<file path="src/rtl/ram_burst_master.sv">
// ---------------------------------------------------------------------------
// ram_burst_master
//
// Burst initiator for a single-port block RAM (synchronous read, one-cycle
// latency, no output register). A command gives a start address, a byte
// count and a direction. A write burst streams bytes from the wr_* handshake
// into the RAM. A read burst streams RAM bytes out through a 3-entry FIFO on
// the rd_* handshake. The read path handles backpressure and sustains one
// byte per cycle.
//
// Ports:
//   clk, RST              single clock, asynchronous active-high reset
//   cmd_valid/cmd_ready   command handshake
//   cmd_write/addr/len    burst direction, start address, byte count (0 ok)
//   wr_data/valid/ready   write byte stream into the RAM
//   rd_data/valid/ready   read byte stream out of the RAM
//   busy                  high whenever a burst is in progress
//   done                  one-cycle pulse when a burst completes
//   ram_addr/di/en/we     RAM port drive; both ram_we bits always equal
//   ram_regce, ram_rst    tied low
//   ram_do                RAM read data, valid the cycle after a read issue
// ---------------------------------------------------------------------------
module ram_burst_master #(
  parameter int ADDR_W = 15,
  parameter int DATA_W = 8,
  parameter int LEN_W  = 16
) (
  input  logic              clk,
  input  logic              RST,
  input  logic              cmd_valid,
  output logic              cmd_ready,
  input  logic              cmd_write,
  input  logic [ADDR_W-1:0] cmd_addr,
  input  logic [LEN_W-1:0]  cmd_len,
  input  logic [DATA_W-1:0] wr_data,
  input  logic              wr_valid,
  output logic              wr_ready,
  output logic [DATA_W-1:0] rd_data,
  output logic              rd_valid,
  input  logic              rd_ready,
  output logic              busy,
  output logic              done,
  output logic [ADDR_W-1:0] ram_addr,
  output logic [DATA_W-1:0] ram_di,
  output logic              ram_en,
  output logic [1:0]        ram_we,
  output logic              ram_regce,
  output logic              ram_rst,
  input  logic [DATA_W-1:0] ram_do
);

  typedef enum logic [2:0] {
    IDLE,
    WRITE,
    READ,
    DRAIN,
    DONE
  } state_t;

  state_t            state_q, state_d;
  logic [ADDR_W-1:0] cur_addr_q, cur_addr_d;
  logic [LEN_W-1:0]  remaining_q, remaining_d;
  logic              inflight_q, inflight_d;

  logic [DATA_W-1:0] fifo_mem_q [3];
  logic [DATA_W-1:0] fifo_mem_d [3];
  logic [1:0]        wr_ptr_q, wr_ptr_d;
  logic [1:0]        rd_ptr_q, rd_ptr_d;
  logic [1:0]        count_q, count_d;

  logic              push;
  logic              pop;
  logic              issue;
  logic              we_bit;
  logic [2:0]        credits_used;

  // Read credit: a FIFO slot is reserved for every byte already buffered and
  // for the byte whose read was issued last cycle, so the FIFO cannot
  // overflow. A pop in the current cycle is deliberately not counted as a
  // freed slot; with a steady consumer the loop still settles at one buffered
  // byte plus one in flight, which keeps full throughput.
  always_comb begin
    credits_used = {1'b0, count_q} + {2'b00, inflight_q};
    push         = inflight_q;
    pop          = (count_q != 2'd0) && rd_ready;
    issue        = (state_q == READ) && (credits_used < 3'd3);
  end

  // FIFO next-state: ram_do is captured on the cycle after an issue; push and
  // pop in the same cycle are both honoured and leave the count unchanged.
  always_comb begin
    fifo_mem_d = fifo_mem_q;
    wr_ptr_d   = wr_ptr_q;
    rd_ptr_d   = rd_ptr_q;
    count_d    = count_q;
    if (push) begin
      fifo_mem_d[wr_ptr_q] = ram_do;
      wr_ptr_d = (wr_ptr_q == 2'd2) ? 2'd0 : wr_ptr_q + 2'd1;
    end
    if (pop) begin
      rd_ptr_d = (rd_ptr_q == 2'd2) ? 2'd0 : rd_ptr_q + 2'd1;
    end
    case ({push, pop})
      2'b10:   count_d = count_q + 2'd1;
      2'b01:   count_d = count_q - 2'd1;
      default: count_d = count_q;
    endcase
  end

  // Main FSM next-state and output decode. RAM drive values are forced to
  // zero except on a cycle that actually accesses the RAM, which also gives
  // the all-zero outputs required while reset holds the FSM in IDLE.
  always_comb begin
    state_d     = state_q;
    cur_addr_d  = cur_addr_q;
    remaining_d = remaining_q;
    inflight_d  = issue;
    cmd_ready   = 1'b0;
    wr_ready    = 1'b0;
    busy        = 1'b1;
    done        = 1'b0;
    ram_en      = 1'b0;
    we_bit      = 1'b0;
    ram_addr    = '0;
    ram_di      = '0;

    case (state_q)
      IDLE: begin
        busy      = 1'b0;
        cmd_ready = 1'b1;
        if (cmd_valid) begin
          cur_addr_d  = cmd_addr;
          remaining_d = cmd_len;
          if (cmd_len == '0) begin
            state_d = DONE;
          end else if (cmd_write) begin
            state_d = WRITE;
          end else begin
            state_d = READ;
          end
        end
      end

      WRITE: begin
        wr_ready = 1'b1;
        if (wr_valid) begin
          ram_en      = 1'b1;
          we_bit      = 1'b1;
          ram_addr    = cur_addr_q;
          ram_di      = wr_data;
          cur_addr_d  = cur_addr_q + ADDR_W'(1);
          remaining_d = remaining_q - LEN_W'(1);
          if (remaining_q == LEN_W'(1)) begin
            state_d = DONE;
          end
        end
      end

      READ: begin
        if (issue) begin
          ram_en      = 1'b1;
          ram_addr    = cur_addr_q;
          cur_addr_d  = cur_addr_q + ADDR_W'(1);
          remaining_d = remaining_q - LEN_W'(1);
          if (remaining_q == LEN_W'(1)) begin
            state_d = DRAIN;
          end
        end
      end

      DRAIN: begin
        // Leave as the last byte is popped (FIFO empty after this cycle and
        // nothing in flight) so done pulses the cycle after that handshake.
        if (!inflight_q && (count_d == 2'd0)) begin
          state_d = DONE;
        end
      end

      DONE: begin
        done    = 1'b1;
        state_d = IDLE;
      end

      default: begin
        state_d = IDLE;
      end
    endcase
  end

  // Read-side outputs come straight from the FIFO head.
  always_comb begin
    rd_valid  = (count_q != 2'd0);
    rd_data   = rd_valid ? fifo_mem_q[rd_ptr_q] : '0;
    ram_we    = {2{we_bit}};
    ram_regce = 1'b0;
    ram_rst   = 1'b0;
  end

  // State registers. Reset discards any buffered or in-flight read data.
  always_ff @(posedge clk or posedge RST) begin
    if (RST) begin
      state_q       <= IDLE;
      cur_addr_q    <= '0;
      remaining_q   <= '0;
      inflight_q    <= 1'b0;
      wr_ptr_q      <= 2'd0;
      rd_ptr_q      <= 2'd0;
      count_q       <= 2'd0;
      fifo_mem_q[0] <= '0;
      fifo_mem_q[1] <= '0;
      fifo_mem_q[2] <= '0;
    end else begin
      state_q     <= state_d;
      cur_addr_q  <= cur_addr_d;
      remaining_q <= remaining_d;
      inflight_q  <= inflight_d;
      wr_ptr_q    <= wr_ptr_d;
      rd_ptr_q    <= rd_ptr_d;
      count_q     <= count_d;
      fifo_mem_q  <= fifo_mem_d;
    end
  end

endmodule

</file>
<file path="config.mk">
export PLATFORM = sky130hd
export DESIGN_NAME = ram_burst_master
export DESIGN_NICKNAME = d
export VERILOG_FILES = /design/src/rtl/ram_burst_master.sv
export SDC_FILE = /design/constraint.sdc
export NUM_CORES = 1
export LEC_CHECK = 0
export CAP_MARGIN = 20
export CORE_MARGIN = 3
export CORE_UTILIZATION = 30
export CTS_CLUSTER_SIZE = 16
export DETAILED_ROUTE_END_ITERATION = 16
export SYNTH_ARGS = -nofsm -noshare
export SYNTH_HDL_FRONTEND = slang
export SYNTH_SLANG_ARGS = --single-unit
</file>
<file path="constraint.sdc">
create_clock -name clk -period 5.5 [get_ports clk]
set_input_delay 0.825 -clock clk [delete_from_list [all_inputs] [get_ports clk]]
set_output_delay 0.825 -clock clk [all_outputs]
set_load 0.02 [all_outputs]
</file>
# After elaboration in Yosys (flattened, before gate mapping)
# Cells that the tools add are included.
op_classes:
  reduce_logical: 12
  mux: 40
  bitwise_logic: 2
  add_sub_neg: 7
  n_lt_le_gt_ge: 4
  n_eq_ne: 15
ops:
  columns: ["op", "n"]
  rows:
  - ["$mux W15", 5]
  - ["$mux W16", 3]
  - ["$mux W8", 6]
  - ["$pmux W16 S3", 1]
  - ["$pmux W15 S3", 1]
  - ["$pmux W15 S2", 1]
  - ["$bwmux W24", 1]
  - ["$mux W3", 7]
  - ["$bmux W8 S2", 1]
  - ["$demux W8 S2", 1]
  - ["$eq A16 B1 Y1 const B", 1]
  - ["$logic_not A16 Y1", 1]
  - ["$sub A16 B1 Y16 const B", 1]
  - ["$add A15 B1 Y15 const B", 1]
  - ["$pmux W3 S4", 1]
  - ["$ne A2 B2 Y1 const B", 5]
  - ["$mux W1", 7]
  - ["$add A2 B1 Y2 const B", 3]
  - ["$eq A2 B2 Y1 const B", 3]
  - ["$eq A3 B2 Y1 const B", 2]
  - ["$ge A3 B3 Y1 const B", 2]
  - ["$mux W2", 3]
  - ["$not A2 Y3", 2]
  - ["$reduce_and A6 Y1", 1]
  - ["other kinds (17)", 20]
word_totals:
  in_bits: 53
  output_inout_bits: 41
  reg_bits: 65
  word_cells: 90

# Depth between registers and ports, before layout
# Gate-level depths: netlist of the first run.
logic_depth:
  ltp_word: 8
  ltp_mapped: 8
  mapped_depth_nobuf: 7

# Least setup slack after synthesis of the first run
# No wires, ideal clock.
synth_timing:
  path_type: "register to output"
  from: "reg inflight_q"
  to: "out ram_addr[0]"
  stages_incl_launch_ff: 8
  path_buffers: 1
  arrival_ns: 1.940
  required_ns: 4.675
  setup_slack_ns: 2.735
  cell_sequence: "dfrtp_1 -> ha_1 -> ha_1 -> nand2_1 -> and3_1 -> or2_2 -> clkbuf_1 -> and2_1"
synth_via:
  elab_chain_len: 5
synth_rtl:
  columns: ["item", "line_no", "text"]
  rows:
  - ["start, declared", "63", "logic inflight_q, inflight_d;"]
  - ["start signal, assigned", "216", "inflight_q <= inflight_d;"]
  - ["$add A2 B1 Y3", "83", "credits_used = {1'b0, count_q} + {2'b00, inflight_q};"]
  - ["$lt A3 B2 Y1", "86", "issue = (state_q == READ) && (credits_used < 3'd3);"]
  - ["$logic_and A1 B1 Y1", "86", null]
  - ["net inflight_d", "63", null]
  - ["$mux W15", "160", "if (issue) begin"]
  - ["$pmux W15 S2", "127", "case (state_q)"]
  - ["end, declared", "43", "output logic [ADDR_W-1:0] ram_addr,"]
# The timed path passes the listed nets, and every way through them passes these cells.

# Final worst setup path of the first run
layout_timing:
  from: "reg state_q[0]"
  to: "out ram_addr[1]"
layout_via:
  elab_chain_len: 4
  elab_cells_between_ends: 5
  classes_between: "eq/ne: 2; mux: 2; reduce/logical: 1"
layout_rtl:
  columns: ["item", "line_no", "text"]
  rows:
  - ["start, declared", "60", "state_t state_q, state_d;"]
  - ["start signal, assigned", "213", "state_q <= state_d;"]
  - ["$eq A3 B2 Y1", "86, 127", null]
  - ["$logic_and A1 B1 Y1", "86", null]
  - ["$mux W15", "160", null]
  - ["$pmux W15 S2 (*)", "127", null]
# Every way passes the cells marked *; elsewhere a longest branch is shown, timed or not.

==> impl_metrics.yaml, run 1 <==
sta:
  worst_slack_ns: 1.64
  final_hold_viol_count: 0
  slew_headroom: 0.279
  final.setup.tns_ns: 0
  grt_setup_unrepaired: "no"
  report.final.slew_viol_count: 0
  min_period_ns: 3.86
  max_freq_ghz: 0.259
  finalSetupViolCount: 0
  fin_crit_sh: 0.702
  tightest_slew_ns: 1.08
  clock_skew_ns: 0.00429
worst_hold_path:
  min_from: "fifo_mem_q[13]"
  holdPathStages: 1
  min_path_type: "reg2reg"
  whs_endpoint: "fifo_mem_q[13]"
worst_setup_path:
  end_kind: "output pin"
  crit_top_cell: "and2_1"
  worstRegToRegCells: 6
  crit_path_top_delay_cell: "nor3b_1"
  cp.required_ns: 4.68
  max_stage_delay_ns: 0.82
  path_cells: "nor3b_1 > and2_1 > or2_2 > and2_1 > clkdlybuf4s50_1"
  r2r_start: "count_q[0]"
  ff2ff_setup_slack_ns: 2.72
  crit_fanout: 15
  cp_num_buf_inv: 1
  cpLargestDelayFamily: "simple AND/OR/NAND/NOR gates"
  startpoint_type: "flop"
  worstSetupPathType: "reg2out"
  rr_endpoint: "cur_addr_q[0]"
  cp.arrival_ns: 3.03
clock_tree:
  post_cts_resized: 0
  hold_buffers: 0
  clk_pin_slew_ns: 0.06
  cts_tree: "done"
  postCtsSetupRepairBufs: 0
  root_buffer: "clkbuf_16"
  cts_buffer_depth: 2
  clk_latency_ns: 0.33
  cts_inserted_buffers: 9
  htree_levels: 3
  cts_sinks: 65
floorplan:
  die_y_um: 122
  initial_core_util: 0.312
  core_area_um2: 12900
  ioPinCount: 94
  rows: 41
  die_w_um: 122
  die-area_um2: 14800
drt:
  num_vias: 3695
  drtIter0Drc: 284
  met3_length_um: 564
  drtAntennaViolNets: 0
  wl_um: 11600
  drc: 0
  wl_per_cell_um: 17.0
  first_pass_iters: 6
  wl_met1_um: 5310
  wl_met2_um: 5500
  top_layer: "met4"
  viasPerCell: 5.41
layout:
  syn2layout_area_growth_pct: 33.7
  num-fill-cells: 1275
  diodes: 0
  final_nets: 565
  fin_util: 0.417
  final_area_um2: 5380
  drive_gt1_frac: 0.115
synthesis:
  ys_types: 58
  ys_seq_area_frac: 0.405
  syn_area_um2: 4020
  synth_edf_count: 0
  ys_ff_latch: 65
  synth.avg_cell_area_um2: 9.35
  synth_top_area_cell: "dfrtp_1"
  synth.area.top_cells: "dfrtp_1, mux2_2, a21oi_1, nor2_1, a31oi_1"
  ys.flop_type: "dfrtp_1"
  synthArstFlopShare: 1.00
  ys.warnings.count: 0
  synth_top_cell_area_share: 0.405
  syn-instance-count: 430
  synth_common_cells: "dfrtp_1, nor2_1, a21oi_1, mux2_2, nand2_1"
  synth.most_common_cell: "dfrtp_1"
power:
  p_leak_nw: 2.14
  p_per_area_nw_per_um2: 664
  vdd_drop_max_mv: 0.241
global_route:
  grt-ovfl-total: 0
  grt_max_degree: 66
  antenna_found_initial: 0
  grt_usage: 0.156
  grt_pass1_vias: 3709
  grt_first_pass_wirelength_um: 18600
place:
  place_area_um2: 5040
  dp_hpwl_um: 8160
  port_buffers: 91
  place_congestion: 0.844
  place_ws_ns: 1.80
run_status:
  status: "finished clean"
run:
  drv_cap: 0
-- how the worst max path moves through the flow --
stage | startpoint | to | slack, ns | cells past startpoint
after floorplan | inflight_q | ram_addr[0] | 2.73 | 7
after global routing | state_q[0] | ram_addr[3] | 1.35 | 5
after CTS | state_q[0] | ram_addr[5] | 1.60 | 5
final | state_q[0] | ram_addr[1] | 1.64 | 5
after detailed placement | wr_valid | ram_addr[13] | 1.80 | 6
after global placement | wr_valid | ram_addr[13] | 1.84 | 6
-- where the power goes --
| group | leakage, nW | internal [mW] | switching [mW] |
|---|---|---|---|
| combinational | 1.25 | 0.883 | 1.08 |
| sequential | 0.744 | 0.713 | 0.266 |
| clock | 0.151 | 0.410 | 0.218 |
| total | 2.14 | 2.01 | 1.56 |
-- cell usage in the layout, fill, tap and decap left out, drive strengths merged, types with 4 or more instances in the layout --
cell type / instances
a21oi: 26
nor3: 10
or2: 6
nor4: 9
o32ai: 11
o22ai: 7
clkdlybuf4s50: 91
nor2: 34
dfrtp: 65
o22a: 4
clkbuf: 10
inv: 16
mux2: 24
nand2b: 4
a31oi: 16
or4: 4
and2: 15
nand3: 9
ha: 6
nand4: 5
o211ai: 4
and3: 10
a211o: 4
nand2: 23
a211oi: 14
o21ai: 9
and4: 5
mux2i: 10
a2bb2oi: 9
or3: 6
buf: 5
-- metrics by stage --
| step | hold WS (ns) | std cells | total power, mW |
|---|---|---|---|
| after floorplan | 0.463 | 431 | 2.29 |
| after global placement | 0.484 | 667 | 2.90 |
| after detailed placement | 0.494 | 667 | 2.94 |
| after CTS | 0.507 | 683 | 3.58 |
| after global routing | 0.513 | 683 | 3.83 |
| final | 0.501 | 683 | 3.57 |
-- logic make-up after synthesis --
family	after synthesis	share of synthesized area
compound gates	121	0.216
flops	65	0.405
simple gates	150	0.206
fa+ha+maj	6	0.0187
mux	34	0.0922
buf+inv	48	0.0501
xor+xnor	5	0.0109
other cells	1	0.000933
-- final cells by class --
type | instances | area [µm²] | share of cell area
Timing Repair Buffer | 96 | 948 | 0.176
Tap cell | 172 | 215 | 0.0400
Sequential cell | 65 | 1630 | 0.303
Multi-Input combinational cell | 318 | 2190 | 0.408
Clock inverter | 6 | 91.3 | 0.0170
Inverter | 16 | 60.1 | 0.0112
Clock buffer | 10 | 239 | 0.0445
-- state kept, by name (all words and copies together), names as in the netlist --
signal	count
inflight_q	1
cur_addr_q	15
count_q	2
wr_ptr_q	2
fifo_mem_q	24
state_q	3
rd_ptr_q	2
remaining_q	16
-- per-layer routing --
layer,track usage,up-vias
li1,-,1772
met1,0.202,1772
met2,0.258,129
met3,0.0339,22
met4,0.0553,0
met5,0,-
Power figures use the tool's default switching activity.
==> run 2: changes to the inputs <==
clock period = 3.95 ns   (was 5.5 ns; I/O delays follow)
==> impl_metrics.yaml, run 2 (same netlist as run 1, synthesis figures left out) <==
layout:
  final_nets: 567
  reg_top3: "fifo_mem_q: 24 flops, remaining_q: 16 flops, cur_addr_q: 15 flops"
  drive_gt1_frac: 0.115
  final_common_cell: "clkdlybuf4s50_1"
  diodes: 0
  largest_reg_flops: 24
  fin_cells: 685
  fin_util: 0.415
  syn2layout_area_growth_pct: 33.1
  largest_register: "fifo_mem_q"
  final_cell_mix: "clkdlybuf4s50_1, dfrtp_1, nor2_1"
worst_hold_path:
  min_path_type: "reg2reg"
drt:
  wl_um: 11600
  num_vias: 3702
  drtAntennaViolNets: 0
  viasPerCell: 5.40
  wl_per_cell_um: 16.9
  first_pass_iters: 4
  drc: 0
  drtIter0Drc: 309
worst_setup_path:
  cp.depth: 7
  worstRegToRegCells: 4
  cp.required_ns: 3.36
  crit_start: "count_q[0]"
  cp.arrival_ns: 2.77
  ff2ff_setup_slack_ns: 1.47
  worstSetupPathType: "reg2out"
  path_cells: "ha_1 > ha_1 > nand2_1 > and3_1 > or2_2 > and2_1 > clkdlybuf4s50_1"
  cp_num_buf_inv: 1
  r2r_start: "state_q[0]"
  cpLargestDelayFamily: "simple AND/OR/NAND/NOR gates"
  startpoint_type: "flop"
  endpoint: "ram_addr[1]"
  rr_endpoint: "cur_addr_q[0]"
  end_kind: "output pin"
  max_stage_delay_ns: 0.53
  crit_path_top_delay_cell: "clkdlybuf4s50_1"
  crit_top_cell: "ha_1"
  crit_fanout: 15
clock_tree:
  hold_buffers: 0
  clk_latency_ns: 0.34
  cts_sinks: 65
  post_cts_resized: 0
  htree_levels: 3
  cts_inserted_buffers: 9
  cts_buffer_depth: 2
  clk_pin_slew_ns: 0.06
  postCtsSetupRepairBufs: 0
  root_buffer: "clkbuf_16"
  cts_tree: "done"
power:
  total_power_mw: 4.89
  p_int_mw: 2.72
  vdd_drop_max_mv: 0.337
  seqPwrFrac: 0.277
  clkPwrFrac: 0.162
  p_sw_frac: 0.443
  switching_power_mw: 2.17
  p_comb_frac: 0.561
  p_per_area_nw_per_um2: 914
  p_leak_nw: 2.14
floorplan:
  die-area_um2: 14800
  core_area_um2: 12900
  die_w_um: 122
  rows: 41
  ioPinCount: 94
  initial_core_util: 0.312
  die_y_um: 122
place:
  place_ws_ns: 0.711
  port_buffers: 91
  numPlacedInstances: 669
  place_congestion: 0.830
  dp_hpwl_um: 8150
sta:
  finalSetupViolCount: 0
  final_hold_viol_count: 0
  tightest_slew_ns: 1.08
  max_freq_ghz: 0.297
  grt_setup_unrepaired: "no"
  min_period_ns: 3.37
  final.setup.tns_ns: 0
  report.final.slew_viol_count: 0
  worst_slack_ns: 0.583
  fin_crit_sh: 0.852
  clock_skew_ns: 0.00290
  slew_headroom: 0.278
run:
  drv_cap: 0
global_route:
  grt-ovfl-total: 0
  grt_usage: 0.159
  grt_pass1_vias: 3680
  antenna_found_initial: 0
  grt_max_degree: 39
  grt_first_pass_wirelength_um: 18700
run_status:
  status: "finished clean"
## run 2: how the worst min path moves through the flow
stage,startpoint,to,slack [ns],cells past startpoint
floorplan,remaining_q[6],remaining_q[6],0.46,1
global placement,fifo_mem_q[6],fifo_mem_q[6],0.49,1
detailed placement,fifo_mem_q[19],fifo_mem_q[19],0.49,1
CTS,fifo_mem_q[19],fifo_mem_q[19],0.51,1
global route,fifo_mem_q[14],fifo_mem_q[14],0.51,1
finish,fifo_mem_q[14],fifo_mem_q[14],0.51,1
## run 2: metrics by stage
stage	hold WS, ns	area, µm²
4_1_cts	0.507	5350
3_5_place_dp	0.494	5060
6_report	0.505	5350
3_3_place_gp	0.487	5060
2_1_floorplan	0.463	4020
5_1_grt	0.511	5350
## run 2: worst register-to-register path: stages (launching register included)
cell	delay [ns]
dfrtp_1	0.60
xor2_1	0.33
nand2_1	0.70
and4_1	0.52
a211o_1	0.22
## run 2: final cells by class
type / count / area, µm²
inverters: 16 / 60.1
well taps: 172 / 215
clock inverters: 5 / 56.3
fillers: 1240 / 7530
flip-flops and latches: 65 / 1630
repair buffers: 98 / 963
multi-input cells: 318 / 2190
clock buffers: 11 / 233
## run 2: layer usage
metal / vias up / GRT usage / wire [µm]
li1: 1772 / - / -
met1: 1782 / 0.200 / 5170
met2: 122 / 0.259 / 5460
met3: 26 / 0.0432 / 690
met4: 0 / 0.0637 / 289
met5: - / 0 / 0
## run 2: power groups by stage
stage	logic (mW)	clock network, mW	registers [mW]
6_report	2.74	0.792	1.36
5_1_grt	3.01	0.840	1.41
4_1_cts	2.76	0.810	1.35
3_5_place_dp	2.75	0	1.36
3_3_place_gp	2.69	0	1.35
2_1_floorplan	1.98	0	1.21
==> run 3: changes to the inputs <==
CAP_MARGIN = default   (was 20)
HOLD_SLACK_MARGIN = 0.08   (was default)
clock period = 3.6 ns   (was 3.95 ns; I/O delays follow)
==> impl_metrics.yaml, run 3 (same netlist as run 1, synthesis figures left out) <==
run_status:
  status: "finished clean"
floorplan:
  die_w_um: 122
  die-area_um2: 14800
  ioPinCount: 94
  core_area_um2: 12900
  die_y_um: 122
  rows: 41
  initial_core_util: 0.312
layout:
  diodes: 0
  final_nets: 569
  largest_register: "fifo_mem_q"
  drive_gt1_frac: 0.122
  syn2layout_area_growth_pct: 35.3
  final_cell_mix: "clkdlybuf4s50_1, dfrtp_1, nor2_1"
  reg_top3: "fifo_mem_q: 24 flops, remaining_q: 16 flops, cur_addr_q: 15 flops"
  final_common_cell: "clkdlybuf4s50_1"
  largest_reg_flops: 24
drt:
  drc: 0
  wl_um: 11700
  first_pass_iters: 5
  wl_per_cell_um: 17.0
  num_vias: 3765
  drtIter0Drc: 263
  viasPerCell: 5.48
  drtAntennaViolNets: 0
clock_tree:
  postCtsSetupRepairBufs: 0
  clk_pin_slew_ns: 0.06
  cts_inserted_buffers: 9
  cts_sinks: 65
  post_cts_resized: 0
  clk_latency_ns: 0.33
  cts_tree: "done"
  htree_levels: 3
  root_buffer: "clkbuf_16"
  hold_buffers: 0
  cts_buffer_depth: 2
global_route:
  grt_usage: 0.156
  grt_max_degree: 66
  antenna_found_initial: 0
  grt-ovfl-total: 0
  grt_first_pass_wirelength_um: 18500
  grt_pass1_vias: 3655
sta:
  fin_crit_sh: 0.909
  report.final.slew_viol_count: 0
  final_hold_viol_count: 0
  tightest_slew_ns: 0.758
  finalSetupViolCount: 0
  grt_setup_unrepaired: "no"
  final.setup.tns_ns: 0
  slew_headroom: 0.492
  clock_skew_ns: 0.00766
  min_period_ns: 3.27
  max_freq_ghz: 0.305
power:
  p_leak_nw: 2.19
  total_power_mw: 5.59
  p_per_area_nw_per_um2: 1030
  vdd_drop_max_mv: 0.411
worst_setup_path:
  r2r_start: "count_q[0]"
  cp.depth: 7
  rr_endpoint: "state_q[1]"
  cp.arrival_ns: 2.73
  max_stage_delay_ns: 0.54
  endpoint: "ram_addr[3]"
  crit_path_top_delay_cell: "clkdlybuf4s50_1"
  path_cells: "ha_1 > ha_1 > nand2_1 > and3_1 > or2_2 > and2_1 > clkdlybuf4s50_1"
  cpLargestDelayFamily: "simple AND/OR/NAND/NOR gates"
  crit_fanout: 15
  worstSetupPathType: "reg2out"
  cp_num_buf_inv: 1
  startpoint_type: "flop"
  end_kind: "output pin"
  worstRegToRegCells: 7
  crit_top_cell: "ha_1"
  ff2ff_setup_slack_ns: 1.29
  crit_start: "count_q[0]"
  cp.required_ns: 3.06
place:
  place_congestion: 0.853
  port_buffers: 91
  dp_hpwl_um: 8180
worst_hold_path:
  min_path_type: "reg2reg"
run:
  drv_cap: 0
run 3: cell count changes in the layout (fill, tap and decap cells not counted):
| cell | before | now |
|---|---|---|
| buf_4 | 7 | 8 |
| inv_6 | 0 | 2 |
| clkinv_2 | 2 | 0 |
| bufinv_16 | 1 | 3 |
| clkbuf_1 | 2 | 0 |
| clkinv_4 | 1 | 2 |
| buf_12 | 0 | 1 |
| clkinvlp_4 | 1 | 0 |
run 3: area by class of cell:
class | instances | area, µm²
Multi-Input combinational cell | 318 | 2190
Fill cell | 1237 | 7440
Clock buffer | 9 | 225
Tap cell | 172 | 215
Sequential cell | 65 | 1630
Timing Repair Buffer | 100 | 991
Inverter | 16 | 60.1
Clock inverter | 7 | 125
run 3: worst min path at each step:
stage	from	to	slack, ns	depth (start not counted)
after floorplan	remaining_q[6]	remaining_q[6]	0.46	1
after global placement	fifo_mem_q[13]	fifo_mem_q[13]	0.49	1
after detailed placement	fifo_mem_q[14]	fifo_mem_q[14]	0.49	1
after CTS	fifo_mem_q[14]	fifo_mem_q[14]	0.51	1
after global routing	fifo_mem_q[14]	fifo_mem_q[14]	0.52	1
final	fifo_mem_q[20]	fifo_mem_q[20]	0.50	1
run 3: worst reg2reg max path, delay by kind of cell, from the launching register on:
kind,cells,cell delay [ns]
AND/OR/NAND/NOR,2,0.42
adder cells (fa/ha/maj),1,0.36
buffers and inverters,1,0.11
AO/OA/AOI/OAI,3,0.82
flip-flops,1,0.46
run 3: per-layer routing:
layer	wire length (µm)	track usage	vias up
met5	0	0	-
met1	5150	0.201	1831
li1	-	-	1776
met3	592	0.0316	18
met4	189	0.0539	0
met2	5780	0.261	140
run 3: report_power, final:
group / leakage [nW] / internal, mW / switching [mW] / total, mW
clock network: 0.171 / 0.684 / 0.350 / 1.03
registers: 0.744 / 1.09 / 0.397 / 1.49
logic: 1.27 / 1.39 / 1.68 / 3.07
run 3: per-stage QoR:
| step | std cells | utilization | cell area [µm²] | setup WS, ns | hold slack (ns) |
|---|---|---|---|---|---|
| finish | 687 | 0.422 | 5440 | 0.326 | 0.505 |
| global route | 687 | 0.422 | 5440 | 0.219 | 0.516 |
| CTS | 687 | 0.422 | 5440 | 0.298 | 0.506 |
| detailed placement | 671 | 0.395 | 5090 | 0.610 | 0.494 |
| global placement | 671 | 0.395 | 5090 | 0.655 | 0.486 |
| floorplan | 431 | - | 4020 | 1.12 | 0.463 |
